**src/rtl/gate_bist_pkg.sv**
```systemverilog
`default_nettype none
// ============================================================================
// Module      : gate_bist_pkg
// Description : Shared FSM state encodings and 2-input gate truth tables for
//               the gate BIST controller and its test benches.
// Revision    : 1.0 - initial release
// ============================================================================
package gate_bist_pkg;

  typedef enum logic [1:0] {
    IDLE  = 2'd0,
    APPLY = 2'd1,
    DONE  = 2'd2
  } state_t;

  // Truth tables are indexed by {a,b}: bit 0 is a=0,b=0, bit 3 is a=1,b=1.
  localparam logic [3:0] TT_NAND = 4'b0111;
  localparam logic [3:0] TT_AND  = 4'b1000;
  localparam logic [3:0] TT_OR   = 4'b1110;
  localparam logic [3:0] TT_XOR  = 4'b0110;

endpackage
`default_nettype wire

```
**src/rtl/bist_settle_timer.sv**
```systemverilog
`default_nettype none
// ============================================================================
// Module      : bist_settle_timer
// Description : Down-counter that holds each stimulus vector for SETTLE
//               cycles; flags zero on the cycle y_in is to be sampled.
// Revision    : 1.0 - initial release
// ============================================================================
module bist_settle_timer #(
  parameter int SETTLE = 1
) (
  input  logic clk,
  input  logic reset,
  input  logic load,
  input  logic en,
  output logic zero
);

  localparam logic [3:0] C_RELOAD = 4'(SETTLE - 1);

  logic [3:0] r_count;

  // Load has priority; otherwise count down while enabled, stopping at zero.
  always_ff @(posedge clk) begin
    if (reset) begin
      r_count <= 4'd0;
    end else if (load) begin
      r_count <= C_RELOAD;
    end else if (en && (r_count != 4'd0)) begin
      r_count <= r_count - 4'd1;
    end
  end

  assign zero = (r_count == 4'd0);

endmodule
`default_nettype wire

```
**src/rtl/gate_bist.sv**
```systemverilog
`default_nettype none
// ============================================================================
// Module      : gate_bist
// Description : Exhaustive 2-input gate tester. Applies vectors 00,01,10,11,
//               captures the response signature and grades it against a
//               truth table latched at start.
// Revision    : 1.0 - initial release
// ============================================================================
module gate_bist
  import gate_bist_pkg::*;
#(
  parameter int SETTLE = 1
) (
  input  logic       clk,
  input  logic       reset,
  input  logic       start,
  input  logic [3:0] expected,
  input  logic       y_in,
  output logic       a_out,
  output logic       b_out,
  output logic       busy,
  output logic       done,
  output logic       pass,
  output logic [3:0] signature,
  output logic [2:0] err_count
);

  state_t     r_state;
  state_t     w_state_nxt;
  logic [1:0] r_idx;
  logic [3:0] r_expected;
  logic       w_load;
  logic       w_zero;
  logic       w_accept;
  logic       w_sample;
  logic       w_mismatch;
  logic [2:0] w_err_nxt;

  bist_settle_timer #(
    .SETTLE (SETTLE)
  ) u_timer (
    .clk   (clk),
    .reset (reset),
    .load  (w_load),
    .en    (r_state == APPLY),
    .zero  (w_zero)
  );

  assign w_accept   = (r_state == IDLE) && start;
  assign w_sample   = (r_state == APPLY) && w_zero;
  assign w_mismatch = (y_in != r_expected[r_idx]);
  assign w_err_nxt  = err_count + 3'(w_mismatch);

  // State register.
  always_ff @(posedge clk) begin
    if (reset) begin
      r_state <= IDLE;
    end else begin
      r_state <= w_state_nxt;
    end
  end

  // Next-state decode, timer reload and status outputs.
  always_comb begin
    w_state_nxt = r_state;
    w_load      = 1'b0;
    busy        = 1'b0;
    done        = 1'b0;
    case (r_state)
      IDLE: begin
        if (start) begin
          w_load      = 1'b1;
          w_state_nxt = APPLY;
        end
      end
      APPLY: begin
        busy = 1'b1;
        if (w_zero) begin
          if (r_idx != 2'd3) begin
            w_load = 1'b1;
          end else begin
            w_state_nxt = DONE;
          end
        end
      end
      DONE: begin
        done        = 1'b1;
        w_state_nxt = IDLE;
      end
      default: begin
        w_state_nxt = IDLE;
      end
    endcase
  end

  // Vector index, stimulus outputs and result capture; the final vector's
  // grade is folded into pass on the same edge that enters DONE.
  always_ff @(posedge clk) begin
    if (reset) begin
      r_idx      <= 2'd0;
      r_expected <= 4'd0;
      signature  <= 4'd0;
      err_count  <= 3'd0;
      pass       <= 1'b0;
      a_out      <= 1'b0;
      b_out      <= 1'b0;
    end else if (w_accept) begin
      r_idx      <= 2'd0;
      r_expected <= expected;
      signature  <= 4'd0;
      err_count  <= 3'd0;
      pass       <= 1'b0;
      a_out      <= 1'b0;
      b_out      <= 1'b0;
    end else if (w_sample) begin
      signature[r_idx] <= y_in;
      err_count        <= w_err_nxt;
      if (r_idx != 2'd3) begin
        r_idx          <= r_idx + 2'd1;
        {a_out, b_out} <= r_idx + 2'd1;
      end else begin
        {a_out, b_out} <= 2'b00;
        pass           <= (w_err_nxt == 3'd0);
      end
    end
  end

endmodule
`default_nettype wire

```
**config.mk**
```make
export PLATFORM = sky130hd
export DESIGN_NAME = gate_bist
export DESIGN_NICKNAME = d
export VERILOG_FILES = /design/src/rtl/gate_bist_pkg.sv /design/src/rtl/bist_settle_timer.sv /design/src/rtl/gate_bist.sv
export SDC_FILE = /design/constraint.sdc
export NUM_CORES = 1
export LEC_CHECK = 0
export CORE_AREA = 2 2 49 51
export DETAILED_ROUTE_END_ITERATION = 8
export DIE_AREA = 0 0 51 53
export GPL_TIMING_DRIVEN = 0
export MAX_ROUTING_LAYER = met4
export PLACE_DENSITY = 0.76
export SLEW_MARGIN = 30
export SYNTH_ARGS = -nofsm -noshare
export SYNTH_HDL_FRONTEND = slang
export SYNTH_SLANG_ARGS = --single-unit
```
**constraint.sdc**
```tcl
create_clock -name clk -period 2.86 [get_ports clk]
set_input_delay 0.572 -clock clk [delete_from_list [all_inputs] [get_ports clk]]
set_output_delay 0.572 -clock clk [all_outputs]
set_load 0.1 [all_outputs]
```
* Yosys cells after proc, flatten, opt, wreduce, memory -nomap -nowiden
Index checks and enable logic that the tools add are counted.
** Storage, ports and cells
- Register bits :: 22
- Input bits :: 8
- Output and inout port bits :: 12
- Word-level logic and storage cells :: 52
** Operators by class
- $add $sub $neg :: 3
- Order comparisons :: 2
- Equality and inequality tests :: 7
- Mux-type cells :: 17
- Bitwise gates (word level) :: 1
- Reductions and logical operators :: 13
** Operators by type and width (count)
- 1-bit two-way mux :: 9
- 2-bit != test, second input constant :: 4
- 2-bit two-way mux :: 3
- 4-bit bitwise mux :: 1
- 1-bit logical AND :: 4
- 4-bit zero test :: 1
- 2-bit one-hot mux with 2 select lines :: 1
- 2-bit AND reduction :: 2
- 4-bit nonzero test :: 1
- 2-bit OR reduction :: 2
- 4-bit by 1-bit subtractor with 4-bit output, second input constant :: 1
- 3-bit by 1-bit adder with 3-bit output :: 1
- 3-bit zero test :: 1
- 2-bit by 3-bit less-than comparator with 1-bit output, second input constant :: 1
- 3-bit AND reduction :: 1
- 2-bit by 1-bit adder with 2-bit output, second input constant :: 1
- 1-bit binary-select mux with 2-bit select :: 1
- 1-bit demux with 2-bit select :: 1
- 2-bit by 1-bit equality test with 1-bit output, second input constant :: 1
- 2-bit equality test, second input constant :: 1
- 2-bit by 1-bit greater-or-equal comparator with 1-bit output, second input constant :: 1
- 2-bit zero test :: 1
- 1-bit one-hot mux with 2 select lines :: 1
- 1-bit != test :: 1
- 1-bit inverter :: 1

* Longest topological paths before layout
Gate-level depths: netlist (run 1).
- Depth in word-level cells :: 5
- Depth in mapped cells :: 7

* Hierarchy
Synthesis (run 1) repeated with hierarchy kept, for this count alone.
** Unflattened totals
- Cells, all modules :: 115
- Area total of the unflattened synthesis :: 1046.0 µm²
** By module, submodules not included
- gate_bist :: times used 1, cells an instance 90, area an instance 835.8 µm², seq. area each 360.3 µm²
- bist_settle_timer :: times used 1, cells an instance 25, area an instance 210.2 µm², seq. area each 80.1 µm²

* Worst setup path after synthesis (run 1)
No wires, ideal clock.
- Path type :: flip-flop to output port
- Start point :: register r_state[1]
- End point :: output port done
- Arrival :: 1690 ps
- Slack :: 598 ps
- Cell stages (with the launch flop) :: 2
- Path buffers :: 0
- Cell sequence :: dfxtp_1 -> nor2b_1
** Between the ends
- Cells in the longest elaborated chain, start to end :: 2
** Ends and longest elaborated chain
- start, declared :: line gate_bist.sv:28 : state_t r_state;
- start signal, assigned :: line gate_bist.sv:59 : r_state <= w_state_nxt;
- 2-bit equality test :: line gate_bist.sv:69 : case (r_state)
- 1-bit two-way mux :: line gate_bist.sv:69
- end, declared :: line gate_bist.sv:22 : output logic done,
Every way passes these cells.

* Final worst setup path (run 1)
- Start point :: register r_state[1]
- End point :: output port busy
** Between the ends
- Cells in the longest elaborated chain, start to end :: 2
** Ends and longest elaborated chain
- 2-bit by 1-bit equality test with 1-bit output :: line gate_bist.sv:69
- 1-bit two-way mux :: line gate_bist.sv:69
- end, declared :: line gate_bist.sv:21 : output logic busy,
Every way passes these cells.

==> results.json, run 1 <==
{
  "power_density_mw_per_mm2": 453,
  "cp.depth": 5,
  "r2r_start": "r_idx[1]",
  "crit_required_ps": 2290,
  "clkLatencyLatePin_ps": 310,
  "synth_edf_count": 0,
  "fin_crit_sh_pct": 92.4,
  "area_growth_pct": 25.0,
  "cp_top_family": "buffers and inverters",
  "port_buffers": 19,
  "num_vias": 921,
  "numClockSinks": 22,
  "multi_input_area_sq_um": 557,
  "crit_chain": "nand2b_1, clkbuf_1, inv_1, buf_2, clkdlybuf4s15_2",
  "cp-startpoint": "r_state[1]",
  "route.layer.met1.wl_um": 983,
  "core_area_sq_mm": 0.00215,
  "wl_met3_um": 106,
  "crit_buf_inv": 4,
  "tritoncts": "yes",
  "hold_violations": 0,
  "start_util_pct": 48.9,
  "synth_nets": 130,
  "clk_pin_slew_ps": 120,
  "stdcell_count": 166,
  "drive_above_1_share_pct": 8.70,
  "diodes": 0,
  "cp-start-kind": "flip-flop",
  "drt-vias-per-instance": 5.55,
  "arrival_ps": 2070,
  "grtUsageTotal_pct": 19.2,
  "syn_inst": 115,
  "synth.distinct_cells": 31,
  "hold_slack_ps": 486,
  "fin_setup_tns_ps": 0,
  "leakage_nw": 0.512,
  "drtIter0Drc": 19,
  "synthTopCellsByArea": "dfxtp_1 (42%), ha_1 (8.3%), mux2i_1 (6.7%), a21oi_1 (6.2%), nand3_1 (5.7%)",
  "wire_per_inst_um": 13.0,
  "die_area_sq_mm": 0.00270,
  "first_pass_iters": 4,
  "drc_errors": 0,
  "finClkSkew_ps": 10.7,
  "h-tree-depth": 1,
  "maxSlewViolCount": 0,
  "antenna_found_initial": 0,
  "r2r_end": "err_count[2]",
  "max_freq_mhz": 378,
  "r2r_slack_ps": 540,
  "slew_headroom_pct": 35.3,
  "cp-end-kind": "output port",
  "dr_wl_met2_um": 1030,
  "cts_root_buf": "clkbuf_4",
  "std_cell_rows": 17,
  "yosysTopAreaCellShare_pct": 42.0,
  "timing.critical_path.slowest_cell_delay_ps": 580,
  "outcome": "complete, no violations",
  "synth_area_leader_cell": "dfxtp_1",
  "topRoutingLayerUsed": "met4",
  "place.gp.congestion": 0.764,
  "hp-class": "reg2reg",
  "grt_pass1_wl_um": 3690,
  "rr_worst_depth": 7,
  "io_pins": 20,
  "setup.worst_path.end": "busy",
  "cts-buffers-inserted": 3,
  "drv_cap": 0,
  "post_dp_cell_area_sq_mm": 0.00127,
  "peakVddDrop_mv": 0.387,
  "path_class": "reg2out",
  "rsz0062_at_grt": "false",
  "grt_max_degree": 13,
  "fin_nets": 154,
  "fin_area_sq_mm": 0.00131,
  "yosysWarnings": 0,
  "hpwl_um": 1590,
  "synth_seq_area_share_pct": 42.0,
  "syn_area_per_cell_sq_um": 9.13,
  "async_flop_share_pct": 0,
  "place_inst": 162,
  "synth-seq-cells": 22,
  "num-fill-cells": 181,
  "grt_overflow": 0,
  "die_width_um": 51,
  "ys.flop_type": "dfxtp_1",
  "cp_slowest_cell": "clkdlybuf4s15_2",
  "ant_nets": 0,
  "critPathMaxFanout": 10,
  "grt_pass1_vias": 850,
  "syn_area_sq_mm": 0.00105,
  "cts.path.max_buffers": 2,
  "routed_wl_um": 2160,
  "total_power_mw": 0.594,
  "finalCriticalPeriod_ps": 2640,
  "die_h_um": 53,
  "tightest_slew_ps": 967,
  "setup_violations": 0,
  "seq_area_sq_um": 440,
  "cts_setup_buffers": 0
}
## tightest hold or removal path, cell delays in order, from the launching register on
cell	delay [ps]
dfxtp_1	330
nand3_1	60
mux2i_1	60
## layer usage
metal  up-vias  global-route usage [%]
li1        461                       -
met1       430                    23.1
met2        25                    31.2
met3         5                    3.39
met4         0                    9.46
met5         -                       -
## power by group
| group | total, mW | switching (mW) | internal, mW |
|---|---|---|---|
| Combinational | 0.101 | 0.0665 | 0.0347 |
| Sequential | 0.322 | 0.00665 | 0.315 |
| Clock | 0.171 | 0.0935 | 0.0778 |
## cell families after synthesis
| group | share of synthesized area [%] |
|---|---|
| buf+inv | 5.01 |
| simple gates | 19.6 |
| compound gates | 14.7 |
| xor+xnor | 1.67 |
| flops | 42.0 |
| fa+ha+maj | 8.34 |
| mux | 8.82 |
## repair_timing
action,in CTS,in global routing
hold buffers,0,0
endpoints found under the setup margin,1,0
resized for setup,3,0
## placed cells by master (no fill, tap or decap)
master / n
dfxtp_1: 22
mux2i_1: 7
nor3_1: 2
o31ai_1: 1
or4_1: 1
clkbuf_1: 2
nand4b_1: 3
a311oi_1: 1
buf_2: 2
ha_1: 7
a31oi_1: 1
or3b_1: 1
mux4_2: 1
clkdlybuf4s50_1: 18
o21ai_0: 10
nor2_1: 6
nand3b_1: 1
xor2_1: 1
o41ai_1: 1
a21oi_1: 13
o211ai_1: 1
clkbuf_2: 1
nand3_1: 12
nand2b_1: 1
xnor2_1: 1
or3_1: 1
clkbuf_8: 1
clkbuf_4: 3
nand4_1: 1
clkdlybuf4s15_2: 1
nand2_1: 2
inv_1: 8
nor3b_2: 1
or3b_2: 2
nor2b_1: 1
## how the worst min path moves through the flow
| stage | startpoint | to | cells past startpoint |
|---|---|---|---|
| 4_1_cts | pass | pass | 2 |
| 2_1_floorplan | r_expected[1] | r_expected[1] | 2 |
| 3_5_place_dp | signature[2] | signature[2] | 2 |
| 3_3_place_gp | pass | pass | 2 |
| 6_report | signature[1] | signature[1] | 2 |
| 5_1_grt | signature[1] | signature[1] | 2 |
## final cells by class
class / count / area share (%)
well taps: 28 / 2.67
clock buffers: 4 / 2.76
plain buffers: 5 / 1.72
inverters: 8 / 2.29
multi-input cells: 80 / 42.4
repair buffers: 19 / 14.6
flip-flops and latches: 22 / 33.6
## synth_stat cells, types with 2 or more instances
library cell	count
buf_2	2
nor2_1	6
a21oi_1	13
nand4b_1	3
or3b_2	2
nor3_1	2
dfxtp_1	22
nand3_1	12
inv_1	8
clkbuf_1	2
mux2i_1	7
nand2_1	2
ha_1	7
o21ai_0	10
## sequential cells by signal, summed over array words and instances, names as in the netlist
name,count
r_expected,4
a_out,1
signature,4
err_count,3
r_state,2
pass,1
r_idx,2
b_out,1
u_timer.r_count,4
## metrics by stage
stage	setup WS (ps)	util (%)
2_1_floorplan	598	-
3_3_place_gp	47.7	59.3
3_5_place_dp	4.11	59.3
4_1_cts	216	61.1
5_1_grt	92.9	61.1
6_report	217	61.1
No activity file was read; power rests on OpenSTA's default activity.
==> inputs of run 2 (changes only) <==
--- a/config.mk
+++ b/config.mk
@@ -11,6 +11,7 @@
 export GPL_TIMING_DRIVEN = 0
 export MAX_ROUTING_LAYER = met4
 export PLACE_DENSITY = 0.76
+export SETUP_SLACK_MARGIN = 0.15
 export SLEW_MARGIN = 30
 export SYNTH_ARGS = -nofsm -noshare
 export SYNTH_HDL_FRONTEND = slang
==> run 2 against run 1 <==
Net effect: die area unchanged; hold slack about the same; highest routed layer unchanged; combinational power about the same; register-to-register slack about the same; global-route usage unchanged; count of clock-buffer cells in the layout unchanged; critical path depth unchanged; largest cell class unchanged.
==> results.json, run 2 (synthesis results as in run 1) <==
{
  "whs_path_depth": 2,
  "drt-vias-per-instance": 5.55,
  "r2r_slack_ps": 540,
  "r2r_start": "r_idx[1]",
  "max_freq_mhz": 389,
  "hold_slack_ps": 486,
  "fin_nets": 154,
  "h-tree-depth": 1,
  "arrival_ps": 2000,
  "grtUsageTotal_pct": 19.2,
  "top_regs": "r_expected x4, signature x4, u_timer.r_count x4",
  "cp-start-kind": "flip-flop",
  "r2r_end": "err_count[2]",
  "rr_worst_depth": 7,
  "power_density_mw_per_mm2": 452,
  "final_common_cell": "dfxtp_1",
  "ctsHoldBuffers": 0,
  "port_buffers": 19,
  "fin_crit_sh_pct": 89.9,
  "wire_per_inst_um": 12.9,
  "area_growth_pct": 25.1,
  "cp-end-kind": "output port",
  "cp_slowest_cell": "clkdlybuf4s15_2",
  "drc_errors": 0,
  "hpwl_um": 1590,
  "die_area_sq_mm": 0.00270,
  "die_width_um": 51,
  "grt_pass1_wl_um": 3690,
  "crit_chain": "nand2b_1, clkbuf_2, inv_1, buf_2, clkdlybuf4s15_2",
  "die_h_um": 53,
  "grt_overflow": 0,
  "slew_headroom_pct": 35.3,
  "tritoncts": "yes",
  "hold_violations": 0,
  "fin_setup_tns_ps": 0,
  "maxSlewViolCount": 0,
  "drv_cap": 0,
  "finalCriticalPeriod_ps": 2570,
  "diodes": 0,
  "core_area_sq_mm": 0.00215,
  "outcome": "complete, no violations",
  "place.gp.congestion": 0.764,
  "clkLatencyLatePin_ps": 310,
  "cts.path.max_buffers": 2,
  "peakVddDrop_mv": 0.385,
  "start_util_pct": 48.9,
  "std_cell_rows": 17,
  "critPathMaxFanout": 10,
  "whs_endpoint": "signature[1]",
  "drive_above_1_share_pct": 9.42,
  "rsz0062_at_grt": "false",
  "first_pass_iters": 4,
  "grt_max_degree": 13,
  "ant_nets": 0,
  "io_pins": 20,
  "setup_violations": 0,
  "crit_required_ps": 2290,
  "timing.critical_path.slowest_cell_delay_ps": 580,
  "numClockSinks": 22,
  "cts_root_buf": "clkbuf_4",
  "grt_pass1_vias": 850,
  "num_vias": 921,
  "drtIter0Drc": 17,
  "cts-buffers-inserted": 3,
  "final_cell_mix": "dfxtp_1 (22), clkdlybuf4s50_1 (18), a21oi_1 (13), nand3_1 (12), o21ai_0 (10)",
  "tightest_slew_ps": 967,
  "path_class": "reg2out",
  "leakage_nw": 0.515,
  "clk_pin_slew_ps": 120,
  "worstHoldStart": "signature[1]",
  "finClkSkew_ps": 8.86,
  "routed_wl_um": 2150,
  "antenna_found_initial": 0,
  "hp-class": "reg2reg"
}
-- run 2: cell type report --
class	instances	area, sq um
buffer	5	23.8
clock buffer	4	36.3
multi-input combinational	80	557
timing repair buffer	19	191
tap	28	35.0
fill	180	835
inverter	8	30.0
sequential	22	440
-- run 2: where the power goes --
part           total, mW  switching, mW  leakage [nW]  internal, mW
clock              0.170         0.0927        0.0210        0.0778
combinational      0.102         0.0666         0.315        0.0350
sequential         0.322        0.00660         0.179         0.315
-- run 2: stage by stage --
stage,instance area (sq um),util [%],power (mW),cells,setup slack [ps]
CTS,1310,61.1,0.598,166,216
detailed placement,1270,59.3,0.430,162,4.11
global route,1310,61.2,0.624,166,187
finish,1310,61.2,0.594,166,290
global placement,1270,59.3,0.428,162,47.7
floorplan,1050,-,0.399,115,598
-- run 2: per-layer routing --
metal  track usage, %  wire length [um]  vias to the layer above
met2             31.2              1030                       27
met1             23.1               973                      427
met4             9.46                40                        0
met5                -                 0                        -
li1                 -                 -                      462
met3             3.39               106                        5
-- run 2: worst max-delay path by stage --
stage,from,to,slack (ps),cells after the start
2_1_floorplan,r_state[1],done,600,1
3_3_place_gp,r_state[1],busy,50,5
3_5_place_dp,r_state[1],busy,4,5
4_1_cts,r_state[1],busy,220,5
5_1_grt,r_state[1],busy,190,5
6_report,r_state[1],busy,290,5
-- run 2: critical path, delay by kind of cell (launching register included) --
kind / cells / cell delay (ps)
buf+inv: 4 / 1180
flops: 1 / 350
simple gates: 1 / 140
-- run 2: timing repair --
action	4_1_cts	5_1_grt
endpoints found under the setup margin	1	1
pin swaps	0	0
resized for setup	3	2
setup buffers	0	0
==> inputs of run 3 (changes only) <==
--- a/config.mk
+++ b/config.mk
@@ -5,6 +5,8 @@
 export SDC_FILE = /design/constraint.sdc
 export NUM_CORES = 1
 export LEC_CHECK = 0
+export ABC_CLOCK_PERIOD_IN_PS = 2860
+export CAP_MARGIN = 25
 export CORE_AREA = 2 2 49 51
 export DETAILED_ROUTE_END_ITERATION = 8
 export DIE_AREA = 0 0 51 53
==> results of run 3 <==
Final layout, timing and power as in run 2 (identical DEF).
